### src/rtl/ni.sv
// GPU <-> NoC router network interface with independent TX/RX flit queues.
// Rewrites the 6-bit flit header between GPU IDs and router routing headers.

module ni_fifo #(
    parameter int W     = 16,
    parameter int DEPTH = 4
) (
    input  logic         clk_i,
    input  logic         rst_i,
    input  logic         push_i,
    input  logic         pop_i,
    input  logic [W-1:0] wdata_i,
    output logic [W-1:0] rdata_o,
    output logic         full_o,
    output logic         empty_o
);
    localparam int AW = $clog2(DEPTH);
    localparam int CW = AW + 1;
    localparam logic [CW-1:0] FULL_CNT = CW'(DEPTH);

    logic [W-1:0]  mem_q [DEPTH];
    logic [AW-1:0] wptr_q, wptr_d;
    logic [AW-1:0] rptr_q, rptr_d;
    logic [CW-1:0] cnt_q, cnt_d;
    logic          do_push;
    logic          do_pop;

    assign full_o  = (cnt_q == FULL_CNT);
    assign empty_o = (cnt_q == '0);
    // A pop frees the slot being overwritten, so full+pop may still push.
    assign do_pop  = pop_i && !empty_o;
    assign do_push = push_i && (!full_o || do_pop);
    assign rdata_o = empty_o ? '0 : mem_q[rptr_q];

    always_comb begin
        wptr_d = wptr_q;
        rptr_d = rptr_q;
        cnt_d  = cnt_q;
        if (do_push) begin
            wptr_d = wptr_q + AW'(1);
        end
        if (do_pop) begin
            rptr_d = rptr_q + AW'(1);
        end
        if (do_push && !do_pop) begin
            cnt_d = cnt_q + CW'(1);
        end else if (do_pop && !do_push) begin
            cnt_d = cnt_q - CW'(1);
        end
    end

    always_ff @(posedge clk_i or posedge rst_i) begin
        if (rst_i) begin
            wptr_q <= '0;
            rptr_q <= '0;
            cnt_q  <= '0;
        end else begin
            wptr_q <= wptr_d;
            rptr_q <= rptr_d;
            cnt_q  <= cnt_d;
        end
    end

    always_ff @(posedge clk_i) begin
        if (do_push) begin
            mem_q[wptr_q] <= wdata_i;
        end
    end
endmodule

module ni #(
    parameter int GPU_ID     = 0,
    parameter int DATA_W     = 16,
    parameter int FIFO_DEPTH = 4
) (
    input  logic              clk,
    input  logic              reset,
    input  logic [DATA_W-1:0] gpu_data_in,
    input  logic              gpu_valid_in,
    output logic              gpu_ready_out,
    output logic [DATA_W-1:0] gpu_data_out,
    output logic              gpu_valid_out,
    input  logic              gpu_ready_in,
    output logic [DATA_W-1:0] router_data_out,
    output logic              router_valid_out,
    input  logic              router_ready_in,
    input  logic [DATA_W-1:0] router_data_in,
    input  logic              router_valid_in
);
    localparam logic [5:0] GID6   = 6'(GPU_ID);
    localparam logic [5:0] MY_HDR = GID6 << 1;

    logic [5:0]        tx_id;
    logic [5:0]        tx_hdr;
    logic [DATA_W-1:0] tx_wdata;
    logic              tx_full, tx_empty;
    logic              tx_push, tx_pop;

    logic [DATA_W-1:0] rx_wdata;
    logic              rx_full, rx_empty;
    logic              rx_match, rx_pop;

    assign tx_id    = gpu_data_in[DATA_W-1 -: 6];
    assign tx_hdr   = tx_id << 1;
    assign tx_wdata = {tx_hdr, gpu_data_in[DATA_W-7:0]};

    assign gpu_ready_out    = !tx_full;
    assign tx_push          = gpu_valid_in && !tx_full;
    assign router_valid_out = !tx_empty;
    assign tx_pop           = router_valid_out && router_ready_in;

    ni_fifo #(.W(DATA_W), .DEPTH(FIFO_DEPTH)) u_tx (
        .clk_i   (clk),
        .rst_i   (reset),
        .push_i  (tx_push),
        .pop_i   (tx_pop),
        .wdata_i (tx_wdata),
        .rdata_o (router_data_out),
        .full_o  (tx_full),
        .empty_o (tx_empty)
    );

    // RX has no backpressure; the FIFO drops a match that finds it full.
    assign rx_match = router_valid_in
                   && (router_data_in[DATA_W-1 -: 6] == MY_HDR);
    assign rx_wdata = {GID6, router_data_in[DATA_W-7:0]};

    assign gpu_valid_out = !rx_empty;
    assign rx_pop        = gpu_valid_out && gpu_ready_in;

    ni_fifo #(.W(DATA_W), .DEPTH(FIFO_DEPTH)) u_rx (
        .clk_i   (clk),
        .rst_i   (reset),
        .push_i  (rx_match),
        .pop_i   (rx_pop),
        .wdata_i (rx_wdata),
        .rdata_o (gpu_data_out),
        .full_o  (rx_full),
        .empty_o (rx_empty)
    );

    logic unused_rx_full;
    assign unused_rx_full = rx_full;
endmodule

### config.mk
export PLATFORM = sky130hd
export DESIGN_NAME = ni
export DESIGN_NICKNAME = d
export VERILOG_FILES = /design/src/rtl/ni.sv
export SDC_FILE = /design/constraint.sdc
export NUM_CORES = 1
export LEC_CHECK = 0
export ABC_CLOCK_PERIOD_IN_PS = 5600
export BUFFER_PORTS_ARGS = -buffer_cell sky130_fd_sc_hd__buf_2
export CAP_MARGIN = 25
export CORE_MARGIN = 1.5
export CORE_UTILIZATION = 60
export DETAILED_ROUTE_END_ITERATION = 12
export GPL_TIMING_DRIVEN = 0
export PLACE_DENSITY = 0.92
export SYNTH_ARGS = -nofsm -noshare
export SYNTH_HDL_FRONTEND = slang
export SYNTH_SLANG_ARGS = --single-unit
### constraint.sdc
create_clock -name clk -period 5.6 [get_ports clk]
set_input_delay 0.28 -clock clk [delete_from_list [all_inputs] [get_ports clk]]
set_output_delay 0.28 -clock clk [all_outputs]
set_load 0.01 [all_outputs]
======== Yosys cells after proc, flatten, opt, wreduce, memory -nomap -nowiden ========
Memory sizes are Yosys's and may differ from the RTL's.
Cells that the tools add are included.
cells by class
  multiply operators ...................... 0
  reduce and logical (&&, ||, !) cells .... 27
  bitwise gates (word level) .............. 0
  magnitude comparators ................... 0
  shift-type cells ........................ 0
  eq/ne operators ......................... 2
  muxes and demuxes ....................... 10
  $add $sub $neg .......................... 8
  divide/modulo/power cells ............... 0
operators by type and width
  kind                                               number
  2-to-1 mux 16 bit                                  2
  logical AND 1 bit                                  12
  2-to-1 mux 3 bit                                   4
  adder 2 x 1 -> 2 bit (second input constant)       4
  logical NOT 1 bit                                  8
  adder 3 x 1 -> 3 bit (second input constant)       2
  equality test 3 bit (second input constant)        2
  logical NOT 3 bit                                  2
  logical NOT 6 bit                                  1
  subtractor 3 x 1 -> 3 bit (second input constant)  2
  2-to-1 mux 1 bit                                   4
  nonzero test 2 bit                                 2
  logical OR 1 bit                                   2
word-level totals
  latch bits .............................. 0
  word-level logic and storage cells ...... 55
  input port bits ......................... 38
  bits in writable memories ............... 100
  memories kept ........................... 2
  flip-flop bits (word level) ............. 14
  memory bits (read-only) ................. 0
  output and inout bits ................... 35
memory list
  memory      words  bits a word  read ports  clocked after Yosys merged registers in  wr ports  RTL line  RTL
  u_tx.mem_q  4      15           1           0                                        1         21        logic [W-1:0] mem_q [DEPTH];
  u_rx.mem_q  4      10           1           0                                        1         21

======== Longest topological paths before layout ========
  word-level depth ........................ 10
  mapped depth ............................ 9
  depth with buffers taken out ............ 8

======== Cells and area by module ========
From an unflattened synthesis, not the netlist that was laid out.
second synthesis, totals
  cell total of the unflattened synthesis .. 285
  area total of the unflattened synthesis .. 5959.5 um^2
modules (own cells, without submodules)
  module   times used  seq. area each (um^2)  area an instance (um^2)  cells each
  ni_fifo  2           2097.0                 2951.6                   138
  ni       1           0.0                    56.3                     9

======== Worst setup path before layout ========
OpenSTA, ideal clock, no wires.
  path kind ............................... input port to flip-flop
  start ................................... in router_data_in[11]
  end ..................................... reg u_rx.cnt_q[2]
  stages .................................. 8
  slack ................................... 3.380 ns
  data arrival time ....................... 2.141 ns
  path buffers ............................ 0
  data required time ...................... 5.521 ns
  library setup time ...................... 0.079 ns
  path through ............................ or4b_4 -> nor3_4 -> ha_1 -> inv_1 -> fa_1 -> xor2_1 -> nor2_1 -> xor2_1
on the way
  longest elaborated chain between the ends .. 6
  elaborated cells on any way between the ends .. 8
  classes of those cells .................. 1 x mux; 7 x reduce/logical
RTL lines
  item                                 RTL line  RTL
  from (decl)                          87        input logic [DATA_W-1:0] router_data_in,
  logical NOT 6 bit (*)                125       && (router_data_in[DATA_W-1 -: 6] == MY_HDR);
  logical AND 1 bit (*)                125
  logical AND 1 bit (*)                32        assign do_push = push_i && (!full_o || do_pop);
  named net u_rx.do_push               25        logic do_push;
  logical NOT 1 bit                    47        end else if (do_pop && !do_push) begin
  logical AND 1 bit                    47
  nonzero test 2 bit (no source line)  --
  to (signal assigned)                 60        cnt_q <= cnt_d;
  to (decl)                            24        logic [CW-1:0] cnt_q, cnt_d;
Mark *: on every way through the listed nets, which the timed path passes. The rest lies on a longest branch.
A chain may end at the register's enable or synchronous reset.

======== Worst setup path after layout ========
  start ................................... reg u_tx.rptr_q[0]
  end ..................................... out router_data_out[5]
on the way
  longest elaborated chain between the ends .. 2
RTL lines
  item                    RTL line  RTL
  from (decl)             23        logic [AW-1:0] rptr_q, rptr_d;
  from (signal assigned)  59        rptr_q <= rptr_d;
  memory (4 x 15 bit)     --
  2-to-1 mux 16 bit       33        assign rdata_o = empty_o ? '0 : mem_q[rptr_q];
  to (decl)               84        output logic [DATA_W-1:0] router_data_out,
No other way between the ends.

==> qor.csv <==
stage,metric,value,unit
sta,finalWorstPathRequiredPeriod,2510,ps
finish,syn2layout_area_growth,27.6,%
finish,antenna_cells,0,
yosys,ys_ff_latch,114,
setup_path,crit_fanout,10,
power_and_ir_drop,power.switching,879,uW
cts,cts_tree,done,
cts,clk_latency,500,ps
global_routing,grt_util_all_layers,23.0,%
yosys,synthCells,239,
place,gp_congestion,0.719,
setup_path,worstPathRequired,5320,ps
finish,fin_nets,399,
setup_path,critical_path.max_stage_delay,530,ps
setup_path,slowest_stage,mux4_2,
drt,vias_per_cell,5.56,
sta,finalSetupViolations,0,
yosys,synth_cell_types,23,
drt,wire_per_inst,18.8,um
power_and_ir_drop,ir_drop,382,uV
cts,cts.sinks,114,
finish,final_cell_mix,"edfxtp_1 (100), buf_2 (67), and2_1 (33), mux4_2 (25), dlygate4sd3_1 (21)",
sta,clock-skew-final,6.11,ps
power_and_ir_drop,power.share.combinational,28.9,%
sta,rsz0062_at_grt,false,
cts,numCtsBuffers,17,
drt,initialDrtViolationCount,137,
die,initial_core_util,63.3,%
place,io_buffers,64,
power_and_ir_drop,p_clk_share,34.9,%
cts,clk_pin_slew,50,ps
finish,drive_gt1_share,36.6,%
global_routing,grt_remaining_overflow,0,
drt,drc,0,
global_routing,grt_max_degree,17,
setup_path,crit_arrival,2230,ps
die,dieArea,8310,sq um
setup_path,crit_start,u_tx.rptr_q[0]$_DFFE_PP0P_,
die,die_h,91.2,um
global_routing,grt_pass1_vias,2653,
setup_path,crit_buf_inv,3,
yosys,syn_avg_cell_area,19.5,sq um
drt,wirelength,8650,um
power_and_ir_drop,p_total,3.17,mW
global_routing,grt_pass1_wl,13800,um
yosys,yosys_warnings,0,
flow_run,maxCapViolCount,0,
min_path,min_path_type,primary input to flop,
yosys,synth_area,4660,sq um
power_and_ir_drop,p_sw_share,27.7,%
place,post_dp_cell_area,5130,sq um
setup_path,cpMostUsedCell,buf_2,
power_and_ir_drop,powerDensity,533,nW/um^2
setup_path,cp-start-kind,flop,
status,outcome,"finished, final reports clean",
cts,htreeDepth,4,
drt,ant_nets,0,
power_and_ir_drop,power.leakage,2.24,nW
global_routing,antenna_found_initial,0,
setup_path,worstSetupPathType,flop to output pin,
cts,cts-resized-gates,0,
setup_path,reg2reg_from,u_tx.cnt_q[0]$_DFFE_PP0P_,
cts,hold_buffers,20,
drt,drt-pass1-iter-count,4,
sta,maxSlewHeadroom,48.2,%
finish,layout.cells.most_common,edfxtp_1,
die,fp.coreArea,7370,sq um
setup_path,end_kind,output pin,
yosys,synth.yosys.seq_area_share,71.9,%
cts,clockBufferDepth,2,
power_and_ir_drop,p_int,2.30,mW
drt,vias,2558,
sta,slew_violations,0,
setup_path,cpLargestDelayFamily,buffers and inverters,
power_and_ir_drop,pwr-share-seq,36.2,%
sta,tightest_slew,776,ps
cts,post_cts_buffers,0,
die,fp.dieW,91.2,um
place,dp_hpwl,5170,um
sta,hold_viol_final,0,
sta,fin_setup_tns,0,ps
min_path,hold_start,gpu_data_in[3],
sta,period_share,44.8,%
die,ios,73,
finish,finalInstanceArea,5950,sq um
setup_path,crit_chain,"buf_2, buf_4, mux4_2, and2_1, buf_2",
sta,timing.fmax,398,MHz
cts,ctsRootBufferMaster,clkbuf_8,
die,rows,31,
[state kept, by name (all words and copies together) (netlist names)]
name,count
u_tx.mem_q,60
u_rx.mem_q,40
u_rx.cnt_q,3
u_tx.cnt_q,3
u_rx.rptr_q,2
u_rx.wptr_q,2
u_tx.rptr_q,2
u_tx.wptr_q,2
[worst reg2reg max path, delay by kind of cell (launching register included)]
family | cells | cell delay (ps)
flops | 1 | 430
simple gates | 3 | 690
buf+inv | 2 | 280
fa+ha+maj | 2 | 570
xor+xnor | 2 | 320
[final timing paths]
| path | end | slack [ps] | cells past startpoint |
|---|---|---|---|
| setup / recovery | router_data_out[5] | 3090 | 5 |
| hold / removal | u_tx.mem_q[2][3]$_DFFE_PP_ | 20 | 1 |
| setup reg to reg | u_tx.cnt_q[2]$_DFFE_PP0P_ | 3240 | 9 |
| hold reg to reg | u_rx.cnt_q[2]$_DFFE_PP0P_ | 490 | 1 |
| max in group asynchronous | u_tx.wptr_q[0]$_DFFE_PP0P_ | 4830 | 3 |
| min in group asynchronous | u_rx.wptr_q[0]$_DFFE_PP0P_ | 380 | 3 |
[kinds of logic after synthesis]
| kind of cell | share of synthesized area (%) |
|---|---|
| muxes | 13.1 |
| DFF | 71.9 |
| buffers and inverters | 2.58 |
| AOI/OAI and AO/OA | 0.161 |
| other | 0.0804 |
| xor gates and xnor gates | 2.25 |
| adders and majority gates | 3.54 |
| and+or+nand+nor | 6.36 |
[Yosys cell counts]
cell type	n	share of area, %
xnor2_1	8	1.5
conb_1	1	0.080
buf_2	3	0.32
ha_1	10	2.7
nand2_1	3	0.24
a21boi_1	1	0.16
and2_1	33	4.4
xor2_1	4	0.75
nor4b_1	1	0.19
nor2_1	3	0.24
buf_4	8	1.3
nand3_1	2	0.21
or4b_4	1	0.30
fa_1	2	0.86
edfxtp_1	100	64
mux2_2	3	0.72
nor3_4	1	0.35
dfrtp_1	14	7.5
inv_1	7	0.56
mux2_4	1	0.32
mux4_2	25	12
clkbuf_1	5	0.40
or3_1	3	0.40
[final cells by class]
| cell class | count | area, sq um |
|---|---|---|
| Sequential cell | 114 | 3350 |
| Buffer | 16 | 93.8 |
| Fill cell | 380 | 1420 |
| Clock buffer | 18 | 418 |
| Tap cell | 99 | 124 |
| Clock inverter | 13 | 191 |
| Multi-Input combinational cell | 108 | 1210 |
| Inverter | 7 | 26.3 |
| Timing Repair Buffer | 85 | 531 |
[power by group through the flow]
stage | Sequential, mW | Combinational, mW | Clock, mW
2_1_floorplan | 1.14 | 0.634 | 0
3_3_place_gp | 1.15 | 0.871 | 0
3_5_place_dp | 1.16 | 0.901 | 0
4_1_cts | 1.15 | 0.929 | 1.12
5_1_grt | 1.16 | 0.998 | 1.16
6_report | 1.15 | 0.918 | 1.11
[stage by stage]
stage | instances | utilization [%] | setup slack, ps | hold WS, ps
after floorplan | 245 | - | 3380 | 169
after global placement | 408 | 69.6 | 3200 | 354
after detailed placement | 408 | 69.6 | 3110 | 363
after CTS | 459 | 80.6 | 3040 | 0.169
after global routing | 460 | 80.7 | 2960 | 4.29
final | 460 | 80.7 | 3090 | 16.8
[routing by layer]
metal / global-route usage (%) / part of all wire [%]
met1: 26.8 / 38
met5: 0 / 0
met4: 8.33 / 1.7
met2: 40.3 / 54
met3: 6.70 / 6.5
Power figures use the tool's default switching activity.
